### config.mk
export PLATFORM = sky130hd
export DESIGN_NAME = unit_launch_seq
export DESIGN_NICKNAME = d
export VERILOG_FILES = /design/src/rtl/unit_launch_seq.sv
export SDC_FILE = /design/constraint.sdc
export NUM_CORES = 1
export LEC_CHECK = 0
export CORE_UTILIZATION = 45
export DETAILED_ROUTE_END_ITERATION = 7
export DONT_BUFFER_PORTS = 1
export PLACE_DENSITY = 0.61
export SYNTH_ARGS = -nofsm -noshare
export SYNTH_HDL_FRONTEND = slang
export SYNTH_SLANG_ARGS = --single-unit
### constraint.sdc
create_clock -name clk -period 2.3 [get_ports clk]
set_clock_uncertainty 0.05 [all_clocks]
set_input_delay 0.115 -clock clk [delete_from_list [all_inputs] [get_ports clk]]
set_output_delay 0.115 -clock clk [all_outputs]
set_load 0.02 [all_outputs]
### src/rtl/unit_launch_seq.sv
`default_nettype none
// =============================================================================
// unit_launch_seq : holds units in reset, releases enabled units, staggers start
//                   pulses and aggregates busy. Optional: UNIT_LAUNCH_TIMEOUT_EN
// Rev 1.0
// =============================================================================
module unit_launch_seq #(
  parameter int NU       = 4,
  parameter int RST_CYC  = 4,
  parameter int STAGGER  = 2,
  parameter int DRAIN    = 3,
  parameter int TMO_BITS = 20
) (
  input  logic          clk,
  input  logic          reset_n,
  input  logic          start,
  input  logic [7:0]    num_units,
  input  logic [NU-1:0] unit_busy,
  output logic [NU-1:0] unit_reset,
  output logic [NU-1:0] unit_start,
  output logic          busy,
  output logic          launch_err,
  output logic          timeout
);

  localparam int IW = (NU > 1) ? $clog2(NU) : 1;
  localparam logic [NU-1:0] c_one = NU'(1);

  typedef enum logic [1:0] {
    S_IDLE   = 2'd0,
    S_RST    = 2'd1,
    S_LAUNCH = 2'd2,
    S_RUN    = 2'd3
  } state_t;

  if (NU < 1 || NU > 16 || RST_CYC < 1 || RST_CYC > 15 || STAGGER < 1 ||
      STAGGER > 15 || DRAIN < 1 || DRAIN > 15 || TMO_BITS < 2) begin : g_param_err
    $error("unit_launch_seq: parameter out of range");
  end

  state_t        r_state;
  logic [NU-1:0] r_en;
  logic [IW-1:0] r_idx;
  logic [IW-1:0] r_last;
  logic [3:0]    r_cnt;
  logic [3:0]    r_gap;
  logic [3:0]    r_quiet;
  logic [NU-1:0] w_en;
  logic [4:0]    w_n_en;
  logic [IW-1:0] w_last;
  logic          w_tmo_hit;

  // Clamp requested count to the physical array and build the low-bits mask
  always_comb begin
    w_n_en = (num_units > 8'(NU)) ? 5'(NU) : num_units[4:0];
    w_en   = '0;
    for (int i = 0; i < NU; i++) begin
      w_en[i] = (5'(i) < w_n_en);
    end
    w_last = IW'(w_n_en - 5'd1);
  end

`ifdef UNIT_LAUNCH_TIMEOUT_EN
  logic [TMO_BITS-1:0] r_wdog;
  logic [TMO_BITS-1:0] w_wdog_inc;
  logic                r_timeout;

  assign w_wdog_inc = r_wdog + TMO_BITS'(1);
  assign w_tmo_hit  = (r_state == S_RUN) && (&w_wdog_inc);
  assign timeout    = r_timeout;

  always_ff @(posedge clk) begin
    if (!reset_n) begin
      r_wdog    <= '0;
      r_timeout <= 1'b0;
    end else if (r_state == S_IDLE && start) begin
      r_wdog    <= '0;
      r_timeout <= 1'b0;
    end else if (r_state == S_RUN) begin
      r_wdog <= w_wdog_inc;
      if (w_tmo_hit) r_timeout <= 1'b1;
    end
  end
`else
  assign w_tmo_hit = 1'b0;
  assign timeout   = 1'b0;
`endif

  always_ff @(posedge clk) begin
    if (!reset_n) begin
      r_state    <= S_IDLE;
      r_en       <= '0;
      r_idx      <= '0;
      r_last     <= '0;
      r_cnt      <= '0;
      r_gap      <= '0;
      r_quiet    <= '0;
      unit_reset <= '1;
      unit_start <= '0;
      busy       <= 1'b0;
      launch_err <= 1'b0;
    end else begin
      unit_start <= '0;
      launch_err <= start && (r_state != S_IDLE);
      case (r_state)
        S_IDLE: begin
          unit_reset <= '1;
          busy       <= 1'b0;
          if (start) begin
            r_en    <= w_en;
            r_last  <= w_last;
            r_cnt   <= 4'(RST_CYC);
            busy    <= 1'b1;
            r_state <= S_RST;
          end
        end
        S_RST: begin
          if (r_cnt == 4'd1) begin
            r_cnt      <= '0;
            r_idx      <= '0;
            r_gap      <= 4'(STAGGER - 1);
            r_quiet    <= '0;
            unit_reset <= ~r_en;
            if (r_en == '0) begin
              r_state <= S_RUN;
            end else begin
              r_state    <= S_LAUNCH;
              unit_start <= c_one;
            end
          end else begin
            r_cnt <= r_cnt - 4'd1;
          end
        end
        S_LAUNCH: begin
          // The cycle showing the last pulse is also the last LAUNCH cycle
          if (r_idx == r_last) begin
            r_state <= S_RUN;
            r_quiet <= '0;
          end else if (r_gap == 4'd0) begin
            r_idx      <= r_idx + IW'(1);
            unit_start <= c_one << (r_idx + IW'(1));
            r_gap      <= 4'(STAGGER - 1);
          end else begin
            r_gap <= r_gap - 4'd1;
          end
        end
        S_RUN: begin
          if (w_tmo_hit) begin
            r_state    <= S_IDLE;
            unit_reset <= '1;
            busy       <= 1'b0;
          end else if ((unit_busy & r_en) == '0) begin
            if (r_quiet == 4'(DRAIN - 1)) begin
              r_state    <= S_IDLE;
              r_quiet    <= '0;
              unit_reset <= '1;
              busy       <= 1'b0;
            end else begin
              r_quiet <= r_quiet + 4'd1;
            end
          end else begin
            r_quiet <= '0;
          end
        end
        default: r_state <= S_IDLE;
      endcase
    end
  end

endmodule
`default_nettype wire

==> results of run 1 <==
-- synthesized netlist by cell type (2+ instances only) --
master,n
sky130_fd_sc_hd__clkbuf_1,6
sky130_fd_sc_hd__mux2i_1,6
sky130_fd_sc_hd__a21oi_1,15
sky130_fd_sc_hd__and2_1,8
sky130_fd_sc_hd__nand3_1,7
sky130_fd_sc_hd__dfxtp_1,32
sky130_fd_sc_hd__nand2b_1,7
sky130_fd_sc_hd__or3_1,2
sky130_fd_sc_hd__nand2_1,15
sky130_fd_sc_hd__a32oi_1,2
sky130_fd_sc_hd__inv_1,14
sky130_fd_sc_hd__a31oi_1,2
sky130_fd_sc_hd__ha_1,14
sky130_fd_sc_hd__nor2_1,17
sky130_fd_sc_hd__o21ai_0,10
sky130_fd_sc_hd__nor3_1,4
sky130_fd_sc_hd__xor2_1,3
sky130_fd_sc_hd__a22o_1,2
sky130_fd_sc_hd__nor4_1,2
sky130_fd_sc_hd__nor3b_1,3
sky130_fd_sc_hd__xnor2_1,4
-- sequential cells by signal, indices dropped and copies added, names as in the netlist --
register / cells
busy: 1
launch_err: 1
r_cnt: 4
r_en: 4
r_gap: 4
r_idx: 2
r_last: 2
r_quiet: 4
r_state: 2
unit_reset: 4
unit_start: 4
-- worst min-delay path: cells and delay by family --
family           cells  cell delay (ns)
AND/OR/NAND/NOR      1             0.04
AO/OA/AOI/OAI        2             0.21
-- cell usage in the layout (no fill, tap or decap), types with 3 or more instances in the layout --
cell type	n
sky130_fd_sc_hd__dfxtp_1	32
sky130_fd_sc_hd__inv_1	14
sky130_fd_sc_hd__a21oi_1	13
sky130_fd_sc_hd__nand3_1	7
sky130_fd_sc_hd__nor3b_1	3
sky130_fd_sc_hd__and2_1	8
sky130_fd_sc_hd__buf_4	3
sky130_fd_sc_hd__o21ai_0	10
sky130_fd_sc_hd__dlygate4sd3_1	4
sky130_fd_sc_hd__nand2b_1	7
sky130_fd_sc_hd__xnor2_1	4
sky130_fd_sc_hd__nand2_1	15
sky130_fd_sc_hd__nor2_1	17
sky130_fd_sc_hd__xor2_1	3
sky130_fd_sc_hd__mux2i_1	6
sky130_fd_sc_hd__nor3_1	4
sky130_fd_sc_hd__clkbuf_8	5
sky130_fd_sc_hd__ha_1	14
-- kinds of logic after synthesis --
kind of cell,count (synthesis),share of synthesized area
other,1,0.00224
and+or+nand+nor,74,0.234
adders and majority gates,14,0.105
AOI/OAI and AO/OA,40,0.149
buffers and inverters,22,0.0560
xor gates and xnor gates,7,0.0366
DFF,32,0.382
muxes,6,0.0358
-- final timing paths --
kind | slack (ns) | startpoint | endpoint
worst max-delay path | 0.23 | r_state[0] | r_state[0]
worst min-delay path | 0.07 | reset_n | r_gap[2]
worst max register to register | 0.23 | r_state[0] | r_state[0]
worst min register to register | 0.47 | r_gap[1] | r_gap[1]
-- metal layers --
metal	vias up	wire, um	share of wire	GRT usage
met5	-	0	0	0
met4	0	46	0.014	0.0698
met3	5	177	0.053	0.0748
met2	30	1610	0.48	0.302
met1	597	1530	0.46	0.240
li1	678	-	-	-
-- cell type report --
type / instances / area share
clock buffer: 6 / 0.0395
inverter: 14 / 0.0286
clock inverter: 1 / 0.00272
timing repair buffer: 7 / 0.0340
multi-input combinational: 142 / 0.516
sequential: 32 / 0.348
tap: 46 / 0.0313
-- per-stage QoR --
stage	hold slack (ns)	worst slack [ns]	cell area, um^2
2_1_floorplan	0.155	0.391	1680
3_3_place_gp	0.131	0.282	1710
3_5_place_dp	0.134	0.193	1710
4_1_cts	0.0620	0.166	1830
5_1_grt	0.126	0.0378	1840
6_report	0.0721	0.230	1840
-- power by group through the flow --
stage          sequential (mW)  clock, mW  combinational (mW)
3_3_place_gp             0.806          0               0.812
3_5_place_dp             0.813          0               0.839
2_1_floorplan            0.781          0               0.700
6_report                 0.799      0.390               0.868
5_1_grt                  0.819      0.438               0.982
4_1_cts                  0.800      0.407               0.854
-- what timing repair did --
item / in CTS / in global routing
hold buffers: 4 / 0
hold endpoints to repair: 15 / 0
endpoints found under the setup margin: 0 / 4
gates resized for setup: 0 / 2
==> results, run 1 <==
- Along the worst path, the maximum fanout reaches 9.
- The tree is rooted in a sky130_fd_sc_hd__clkbuf_8.
- The worst hold path belongs to the class primary input to flop.
- The number of buffers inserted by port buffering is 0.
- 0 antenna diodes ended up in the layout.
- The number of different library cells in the post-synthesis netlist is 42.
- The number of stages on the worst hold path is 3.
- The via-per-instance ratio is 5.28.
- The count of buffering cells on the critical path with inverters included is 1.
- The worst setup path is of the flop to flop kind.
- The total global-route track usage is 0.194.
- The tree built by TritonCTS fans out to 32 sinks.
- Clock latency on the worst-skew pair, taken at its later pin, is 0.28 ns.
- For this run, the number of Yosys warnings is 0.
- The clock tree from TritonCTS is done.
- The average footprint of a synthesized cell is 8.55 um^2.
- The maximum number of pins on one net before global-route repair is 16.
- Derived from the worst setup path, the maximum achievable clock frequency is 0.483 GHz.
- Setup repair after global routing left no endpoint under its margin.
- The number of max-slew violations in the final report is 0.
- Traced cell by cell, the critical path runs through inv_1 > ha_1 > o21ai_1 > or3b_4 > o32ai_1.
- The die is 63.0 um tall.
- The worst pin sits at a relative slew slack of 0.593.
- The number of global-route vias before repair is 1285.
- Setup violations remaining at the end of the flow were counted as 0.
- The design draws 2.06 mW.
- At the end of routability-driven placement, the weighted congestion stood at 0.779.
- The number of gates on the worst path with buffers counted is 5.
- The initial core utilization is 0.487.
- The analysis attributes to net switching a power of 0.801 mW.
- The number of fillers in the final layout is 331.
- For this run, the number of standard cells in the final layout without fillers is 248.
- In the synthesized netlist, the number of instances is 196.
- Summing all multi-input logic gate instances after layout gives 948 um^2.
- The worst setup path is launched from a flop.
- The residual DRC count is 0.
- Internal power comes to 1.26 mW.
- Of all flip-flops after synthesis, the portion carrying an async set or reset was 0.
- The mapped cell area is 1680 um^2.
- In this run the post-CTS setup repair buffer count came out at 0.
- Of the total power, the share spent switching nets is 0.389.
- In this design, the stage delay of the slowest critical-path cell is 0.47 ns.
- Counting flops with a built-in enable in the synthesized netlist gives 0.
- The placed wire-length estimate after detailed placement is 2.51 mm.
- The total overflow left after global routing is 0.
- The sequential cell area is 641 um^2.
- The number of detailed-routing iterations run before antenna repair is 4.
- The category of cells accounting for the largest share of critical-path delay is compound AO/OA/AOI/OAI gates.
- The floorplan core area is 3440 um^2.
- The synthesized design contains 32 register bits.
- Summed over all layers, the routed wires come to 3.36 mm.
- Counting cells, the worst reg-to-reg path comes to 5.
- For this block, the initial DRC count from the detailed router was 66.
- The summed negative setup slack over all endpoints is 0 ns.
- After synthesis, the cell types taking the most area are sky130_fd_sc_hd__dfxtp_1 (38%), sky130_fd_sc_hd__ha_1 (10%), sky130_fd_sc_hd__a21oi_1 (4.5%), sky130_fd_sc_hd__nor2_1 (3.8%), sky130_fd_sc_hd__mux2i_1 (3.6%).
- The fraction of power consumed by the clock network is 0.190.
- The TritonCTS buffer count is 5.
- At the pin with the least slew margin, the transition time is 0.607 ns.
- The relative contribution of combinational cells to total power is 0.422.
- The worst-case clock buffer depth is 2.
- The share of the core filled with cells in the final layout is 0.534.
- In this run the number of H-tree levels came out at 2.
- The layout overhead on the synthesized area is 9.78%.
- The number of nets at the end of the flow is 231.
- The dominant synthesized flop cell is sky130_fd_sc_hd__dfxtp_1.
- The standard-cell row count is 21.
- The number of cells after detailed placement is 237.
- The analysis attributes to cell leakage a power of 0.749 nW.
- The area share of the leading cell type in the synthesized netlist is 0.382.
- The cell with the biggest individual delay on the critical path is sky130_fd_sc_hd__or3b_4.
- The proportion of layout cells with a drive suffix above 1 is 0.0743.
- The number of hold-slack violations in the final timing report is 0.
- The sequential power share is 0.389.
- The biggest area contributor in the post-synthesis netlist is sky130_fd_sc_hd__dfxtp_1.
- The floorplan die area is 3970 um^2.
- The share of the clock period used by the worst path is 0.900.
- The wire length of the first global-routing pass is 5.91 mm.
- The worst setup path is captured at a flop.
- The part of the Yosys area used for sequential elements is 0.382.
- The final route contains 1310 vias.
- The arrival time at the worst endpoint is 2.21 ns.
- The run finished with clean final reports.
- VDD sags by at most 0.485 mV.
- The die outline width is 63.0 um.
- The number of antenna violations at the first check in global routing is 0.
- The count of nets left with antenna violations after detail routing is 0.
- For the worst setup path, the data required time is 2.44 ns.
- The average detailed-routed wire length per instance is 13.6 um.
- In this run the power density over the cells is 1120 nW/um^2.
- Subtracting the final worst setup slack from the clock period gives 2.07 ns.
- The number of max-cap violations is 0.
- The synthesized net count is 225.
- 26 I/O pins were placed.
- The clock transition at the register clock pins on the worst setup and hold paths after CTS is 0.06 ns.
No activity file was read; power rests on OpenSTA's default activity.
==> run 2, diff against run 1 <==
--- a/config.mk
+++ b/config.mk
@@ -5,6 +5,7 @@
 export SDC_FILE = /design/constraint.sdc
 export NUM_CORES = 1
 export LEC_CHECK = 0
+export ABC_AREA = 1
 export CORE_UTILIZATION = 45
 export DETAILED_ROUTE_END_ITERATION = 7
 export DONT_BUFFER_PORTS = 1
==> run 2 against run 1 <==
Compared with the run above:
- non-clock buffer count fell by 2
- power grew 8.7%
- routed wire length grew 10%
- largest power group unchanged
- via count increased by 15%
- die area increased by 11%
- global-route usage decreased by 0.33 points
- critical path depth grew 3
- sequential share of layout area decreased by 3.8 points
- utilization fell by 1.9 points
- flip-flop and latch count unchanged
- highest routed layer unchanged
- critical endpoint is now r_last[0]
- first-iteration DRC count fell by 15%
- final cell count rose by 23%
==> results, run 2 <==
- The final critical-path required period is 2.05 ns (-0.0154 ns).
- The global placement routability congestion is 0.756 (-3.0%).
- The number of ports placed on the die boundary is 26 (unchanged).
- The number of stages on the worst hold path came to 2 (-1).
- The peak clock frequency supported by timing was 0.487 GHz (+0.75%).
- The area used by multi-input combinational logic is 1080 um^2 (+14%).
- The relative contribution of combinational cells to total power is 0.418 (-0.004).
- The leakage dissipation is 0.856 nW (+14%).
- The area share of the leading cell type in the synthesized netlist is 0.343 (-0.0397).
- The top cell types in the final layout, fill and taps aside, are sky130_fd_sc_hd__nand2_1 (52), sky130_fd_sc_hd__dfxtp_1 (32), sky130_fd_sc_hd__inv_1 (24).
- The clock transition at the register clock pins on the worst setup and hold paths after CTS came to 0.06 ns (about the same).
- Setup repair after global routing left no endpoint under its margin.
- The total global-route track usage is 0.191 (-0.00328).
- The worst hold path terminates at r_en[2].
- The maximum number of pins on one net before global-route repair was 17 (+1).
- The number of instances in the synthesized netlist is 246 (+26%).
- The setup slack of the most critical reg-to-reg path is 0.25 ns (+0.02 ns).
- The startpoint of the lowest-slack hold path is num_units[0].
- The mapped cell area is 1870 um^2 (+12%).
- The run finished with clean final reports.
- The residual DRC count was 0 (unchanged).
- sky130_fd_sc_hd__nand2_1 is the most common cell in the netlist.
- The average detailed-routed wire length per instance is 12.2 um (-10%).
- Compared with the post-synthesis result, the final layout area differs by 10.4%.
- The fraction of power consumed by the clock network is 0.208 (+0.018).
- The number of max-cap violations came to 0 (unchanged).
- The switching component of the power is 0.957 mW (+19%).
- STA classifies the critical path startpoint as a flop.
- The number of failing setup endpoints in the final timing report is 0 (unchanged).
- The insertion delay of the later-clocked pin in the worst-skew pair is 0.28 ns (about the same).
- The sequential power share came to 0.374 (-0.015).
- STA classifies the critical path endpoint as a flop.
- The number of detailed-routing iterations run before antenna repair is 4 (unchanged).
- The number of global-route vias before repair is 1359 (+5.8%).
- The leading cell type in the layout, fill and taps excluded is sky130_fd_sc_hd__nand2_1.
- The number of enable flip-flop cells after synthesis is 0 (unchanged).
- The path class of the tightest hold or removal check is primary input to flop.
- The worst-case headroom to the max-slew limit is 0.604 (+0.0114).
- The number of hold-slack violations in the final timing report is 0 (unchanged).
- The most used flip-flop cell after synthesis is sky130_fd_sc_hd__dfxtp_1.
- The total via count after detailed routing is 1506 (+15%).
- TritonCTS built the clock tree.
- The startpoint of the worst register-to-register path is r_state[0].
- The via-per-instance ratio was 4.94 (-6.5%).
- The number of fillers in the final layout is 401 (+21%).
- The number of antenna violations at the first check in global routing was 0 (unchanged).
- Sorting the synthesized cells by how often they occur yields sky130_fd_sc_hd__nand2_1 (52), sky130_fd_sc_hd__dfxtp_1 (32), sky130_fd_sc_hd__inv_1 (24).
- The wire length of the first global-routing pass is 6.20 mm (+4.9%).
- The antenna diode count is 0 (unchanged).
- The initial core utilization came to 0.467 (-0.0194).
- The TritonCTS buffer count is 5 (unchanged).
- The floorplan core area is 4000 um^2 (+16%).
- The count of nets left with antenna violations after detail routing is 0 (unchanged).
- The fraction of power spent switching nets is 0.428 (+0.0387).
- The number of different library cells in the post-synthesis netlist is 38 (-9.5%).
- The final global-route overflow total came to 0 (unchanged).
- The power density over cell area is 1080 nW/um^2 (-3.1%).
- The critical setup path kind is flop to flop.
- The total power after layout is 2.24 mW (+8.7%).
- The number of buffers inserted by port buffering is 0 (unchanged).
- The data required time of the critical path was 2.42 ns (-0.02 ns).
- The arrival time at the worst endpoint is 2.17 ns (-0.04 ns).
- The maximum vdd drop is 0.544 mV (+12%).
- The share of the clock period used by the worst path is 0.893 (-0.00668).
- The placed wire-length estimate after detailed placement is 2.71 mm (+8.3%).
- The number of clock sinks came to 32 (unchanged).
- The library cell occupying the most area in the post-synthesis netlist is sky130_fd_sc_hd__dfxtp_1.
- The average footprint of a synthesized cell was 7.60 um^2 (-11%).
- The synthesized flop and latch total is 32 (unchanged).
- The violation count after the first detailed-routing iteration is 56 (-15%).
- Ranked by total cell area, the synthesized netlist is headed by sky130_fd_sc_hd__dfxtp_1 (34%), sky130_fd_sc_hd__nand2_1 (10%), sky130_fd_sc_hd__ha_1 (9.4%), sky130_fd_sc_hd__inv_1 (4.8%), sky130_fd_sc_hd__nand2_2 (4.7%).
- The terminus of the critical flop-to-flop path is r_last[0].
- The root buffer cell is sky130_fd_sc_hd__clkbuf_8.
- The sequential cell area is 641 um^2 (unchanged).
- The CTS H-tree depth is 2 (unchanged).
- The number of cells on the worst reg-to-reg path is 8 (+3).
- The synthesized net count is 275 (+22%).
- The proportion of layout cells with a drive suffix above 1 is 0.208 (+0.134).
- The part of the Yosys area used for sequential elements was 0.343 (-0.0397).
- The y dimension of the die is 66.5 um (+5.5%).
- The number of max-slew violations in the final report is 0 (unchanged).
- The summed negative setup slack over all endpoints is 0 ns (unchanged).
- The floorplan die area is 4420 um^2 (+11%).
- The fraction of registers with async set or reset after synthesis is 0 (unchanged).
- The count of warnings emitted by yosys was 0 (unchanged).
- The largest fanout on the critical path came to 5 (-4).
- The slew at the pin closest to its max-slew limit was 0.593 ns (-0.0137 ns).
- The die outline width is 66.5 um (+5.5%).
- The number of nets at the end of the flow came to 284 (+23%).
- The worst-case clock buffer depth came to 2 (unchanged).
- The standard-cell row count is 23 (+9.5%).
- The cell internal power dissipation is 1.28 mW (+1.8%).
- The wire length after detailed routing was 3.71 mm (+10%).
## run 2: cell types whose count changed after synthesis, sizes merged, moves of 6 or more
cell | previous run | this run
and2 | 8 | 2
nand3 | 7 | 19
mux2i | 6 | 0
nand2 | 15 | 68
inv | 14 | 34
nand2b | 7 | 0
## run 2: cells by family (layout without fill, tap and decap cells)
logic type,Yosys count,in the layout,share of synthesized area
other cells,1,1,0.00201
xor+xnor,4,4,0.0187
buf+inv,38,47,0.0803
compound gates,35,35,0.127
flops,32,32,0.343
fa+ha+maj,14,14,0.0937
simple gates,122,122,0.336
## run 2: how the worst max path moves through the flow
stage                    start         to  slack (ns)  depth (start not counted)
finish              r_state[0]  r_last[0]        0.25                          8
global route        r_state[0]  r_last[0]        0.08                          8
CTS                 r_state[0]  r_last[0]        0.25                          8
detailed placement  r_state[0]  r_last[1]        0.63                          9
global placement    r_state[0]  r_last[1]        0.64                          9
floorplan           r_state[1]   r_idx[0]        0.85                         10
## run 2: power by group through the flow
stage	Sequential, mW	Clock [mW]	Combinational, mW
finish	0.835	0.465	0.935
global route	0.850	0.511	1.07
CTS	0.835	0.483	0.942
detailed placement	0.847	0	0.922
global placement	0.847	0	0.925
floorplan	0.818	0	0.773
## run 2: timing repair
action                                 4_1_cts  5_1_grt
setup endpoints to repair                    0        0
endpoints found under the hold margin       15        0
buffers inserted                             0        0
hold buffers                                 5        0
gates resized for setup                      0        0
## run 2: per-layer routing
metal | share of wire | wire (um) | vias up | global-route usage
met2 | 0.44 | 1630 | 21 | 0.292
met3 | 0.033 | 123 | 6 | 0.0599
met1 | 0.51 | 1900 | 665 | 0.246
li1 | - | - | 814 | -
met5 | 0 | 0 | - | 0
met4 | 0.013 | 50 | 0 | 0.0771
## run 2: area by class of cell
cell class / count / area share
Clock buffer: 7 / 0.0467
Inverter: 35 / 0.0655
Multi-Input combinational cell: 176 / 0.523
Sequential cell: 32 / 0.310
Tap cell: 50 / 0.0303
Timing Repair Buffer: 5 / 0.0243
## run 2: critical path, stage by stage, from the launching register on
cell and delay [ns]:
sky130_fd_sc_hd__dfxtp_1 0.35, sky130_fd_sc_hd__inv_1 0.12, sky130_fd_sc_hd__ha_1 0.30, sky130_fd_sc_hd__nand2_2 0.17, sky130_fd_sc_hd__nor3_2 0.13, sky130_fd_sc_hd__nand2_1 0.11
sky130_fd_sc_hd__inv_1 0.11, sky130_fd_sc_hd__a21oi_1 0.07, sky130_fd_sc_hd__dlygate4sd3_1 0.55
## run 2: through the flow
| step | std cells | worst slack [ns] | util | hold slack [ns] | instance area, um^2 |
|---|---|---|---|---|---|
| after floorplan | 246 | 0.855 | - | 0.158 | 1870 |
| after global placement | 293 | 0.638 | 0.479 | 0.157 | 1920 |
| after detailed placement | 293 | 0.630 | 0.479 | 0.161 | 1920 |
| after CTS | 305 | 0.250 | 0.516 | 0.0201 | 2060 |
| after global routing | 305 | 0.0789 | 0.516 | 0.0184 | 2060 |
| final | 305 | 0.245 | 0.516 | 0.0180 | 2060 |
==> run 3, diff against run 2 <==
==> constraint.sdc (replaced) <==
create_clock -name clk -period 2.3 [get_ports clk]
set_clock_uncertainty 0.05 [all_clocks]
set_input_delay 0.345 -clock clk [delete_from_list [all_inputs] [get_ports clk]]
set_output_delay 0.345 -clock clk [all_outputs]
set_load 0.02 [all_outputs]
==> run 3 against run 2 <==
Compared with the run above:
- register-to-register slack improved by 0.38 ns
- die area is the same
- worst hold slack gained 0.085 ns
- global-route usage is 0.40 points lower
- power decreased by 0.78%
- count of clock-buffer cells in the layout did not move
- maximum frequency up 23%
- non-clock buffer count fell by 5
- critical endpoint is now r_last[1]
==> results, run 3 (same netlist as run 2, synthesis figures left out) <==
- The tree is rooted in a sky130_fd_sc_hd__clkbuf_8.
- The number of max-cap violations is 0 (unchanged).
- The number of failing setup endpoints in the final timing report is 0 (unchanged).
- The placed wire-length estimate after detailed placement is 2.71 mm (unchanged).
- The total via count after detailed routing is 1500 (-0.40%).
- The TritonCTS buffer count is 5 (unchanged).
- In this design, the largest share of critical-path delay is due to simple AND/OR/NAND/NOR gates.
- The number of ports placed on the die boundary is 26 (unchanged).
- The violation count after the first detailed-routing iteration came to 67 (+20%).
- The floorplan die area is 4420 um^2 (unchanged).
- The final critical-path required period is 1.68 ns (-0.378 ns).
- The antenna diode count is 0 (unchanged).
- The initial core utilization came to 0.467 (unchanged).
- The slew at the pin closest to its max-slew limit was 0.594 ns (+0.000330 ns).
- The startpoint of the lowest-slack hold path is reset_n.
- The clock transition at the register clock pins on the worst setup and hold paths after CTS is 0.06 ns (about the same).
- The insertion delay of the later-clocked pin in the worst-skew pair is 0.28 ns (about the same).
- The proportion of layout cells with a drive suffix above 1 is 0.212 (+0.00416).
- The cell with the biggest individual delay on the critical path is sky130_fd_sc_hd__dfxtp_1.
- The startpoint kind of the worst setup timing path is a flop.
- The worst setup path is captured at a flop.
- The number of clock sinks is 32 (unchanged).
- The number of detailed-routing iterations run before antenna repair was 4 (unchanged).
- The number of cells upsized or downsized after cts is 0 (unchanged).
- The share of the core filled with cells in the final layout is 0.503 (-0.0125).
- The global placement routability congestion is 0.756 (unchanged).
- The wire length after detailed routing is 3.61 mm (-2.6%).
- Setup repair after global routing left no endpoint under its margin.
- The CTS H-tree depth is 2 (unchanged).
- The highest cell delay on the worst timing path was 0.35 ns (-0.20 ns).
- The count of buffering cells on the critical path with inverters included is 2 (-1).
- The worst-case clock buffer depth is 2 (unchanged).
- The summed negative setup slack over all endpoints is 0 ns (unchanged).
- The leakage dissipation came to 0.834 nW (-2.6%).
- The number of buffers added for setup after CTS is 0 (unchanged).
- The floorplan core area is 4000 um^2 (unchanged).
- The arrival time at the worst endpoint is 1.80 ns (-0.37 ns).
- The peak clock frequency supported by timing was 0.596 GHz (+23%).
- The standard-cell row count came to 23 (unchanged).
- The maximum vdd drop came to 0.542 mV (-0.45%).
- The library cell used most frequently in the layout, excluding fill and tap cells, is sky130_fd_sc_hd__nand2_1.
- The worst-case hold slack is 0.103 ns (+0.0847 ns).
- The total global-route track usage is 0.187 (-0.00396).
- The critical path is of the flop to flop type.
- The number of global-route vias before repair was 1318 (-3.0%).
- The cell repeated most along the worst path is sky130_fd_sc_hd__nand2_1.
- The via-per-instance ratio is 5.00 (+1.3%).
- The die outline width is 66.5 um (unchanged).
- Leaving out fill and tap cells, the most frequent cells in the layout are sky130_fd_sc_hd__nand2_1 (52), sky130_fd_sc_hd__dfxtp_1 (32), sky130_fd_sc_hd__inv_1 (24).
- The sequential cell area is 641 um^2 (unchanged).
- The clock tree from TritonCTS is done.
- The y dimension of the die came to 66.5 um (unchanged).
- The final global-route overflow total is 0 (unchanged).
- The number of antenna violations at the first check in global routing is 0 (unchanged).
- The number of max-slew violations in the final report is 0 (unchanged).
- The largest fanout on the critical path is 5 (unchanged).
- The worst hold path belongs to the class primary input to flop.
- The area used by multi-input combinational logic is 1080 um^2 (unchanged).
- Walking the worst path, the cells encountered are inv_1 > ha_1 > nand2_2 > nor3_2 > nand2_1 > a21oi_2 > nand2_1 > o211ai_1 > inv_2.
- The number of hold-slack violations in the final timing report was 0 (unchanged).
- The average detailed-routed wire length per instance is 12.0 um (-0.99%).
- The most critical setup path has its startpoint at r_state[0].
- The number of fillers in the final layout is 405 (+1.0%).
- The data required time of the critical path is 2.43 ns (about the same).
- The startpoint of the worst register-to-register path is r_state[0].
- The layout overhead on the synthesized area is 7.70%.
- The residual DRC count is 0 (unchanged).
- The number of buffers inserted by port buffering is 0 (unchanged).
- The run finished with clean final reports.
- The wire length of the first global-routing pass is 6.07 mm (-2.0%).
- The worst-case headroom to the max-slew limit is 0.604 (about the same).
- The number of nets at the end of the flow is 279 (-1.8%).
- The power density over cell area is 1100 nW/um^2 (+1.7%).
- The setup slack of the most critical reg-to-reg path is 0.62 ns (+0.38 ns).
- The maximum number of pins on one net before global-route repair is 17 (unchanged).
- The count of nets left with antenna violations after detail routing was 0 (unchanged).
- The share of the clock period used by the worst path was 0.729 (-0.164).
- The hold buffer count at CTS is 0 (-5).
==> run 3: cell count changes in the layout (fill, tap and decap cells not counted) <==
cell | previous run | this run
sky130_fd_sc_hd__dlygate4sd3_1 | 5 | 0
==> run 3: area by class of cell <==
cell class / count / share of cell area
Inverter: 35 / 0.0671
Tap cell: 50 / 0.0311
Sequential cell: 32 / 0.318
Multi-Input combinational cell: 176 / 0.536
Clock buffer: 7 / 0.0479
==> run 3: per-layer routing <==
| metal | track usage | share of wire |
|---|---|---|
| met3 | 0.0582 | 0.032 |
| met2 | 0.286 | 0.43 |
| met5 | 0 | 0 |
| met4 | 0.0771 | 0.015 |
| met1 | 0.241 | 0.52 |
==> run 3: worst paths after layout <==
check / to / cells after the start
worst min-delay path: unit_reset[2] / 1
worst max-delay path: r_last[1] / 9
worst max register to register: r_last[1] / 9
worst min register to register: r_gap[1] / 2
==> run 3: metrics by stage <==
step | cell area [um^2] | power (mW) | worst slack (ns) | instances
5_1_grt | 2010 | 2.41 | 0.454 | 300
2_1_floorplan | 1870 | 1.59 | 0.855 | 246
4_1_cts | 2010 | 2.25 | 0.620 | 300
3_3_place_gp | 1920 | 1.77 | 0.638 | 293
3_5_place_dp | 1920 | 1.77 | 0.630 | 293
6_report | 2010 | 2.22 | 0.623 | 300
==> run 3: worst reg2reg max path, delay by kind of cell, from the launching register on <==
family / cells / cell delay (ns)
AO/OA/AOI/OAI: 2 / 0.24
adder cells (fa/ha/maj): 1 / 0.30
buffers and inverters: 2 / 0.16
flip-flops: 1 / 0.35
AND/OR/NAND/NOR: 4 / 0.48
==> run 3: power breakdown <==
| part | internal (mW) | switching [mW] | leakage, nW |
|---|---|---|---|
| clock | 0.266 | 0.198 | 0.0503 |
| combinational | 0.331 | 0.588 | 0.522 |
| sequential | 0.672 | 0.163 | 0.262 |
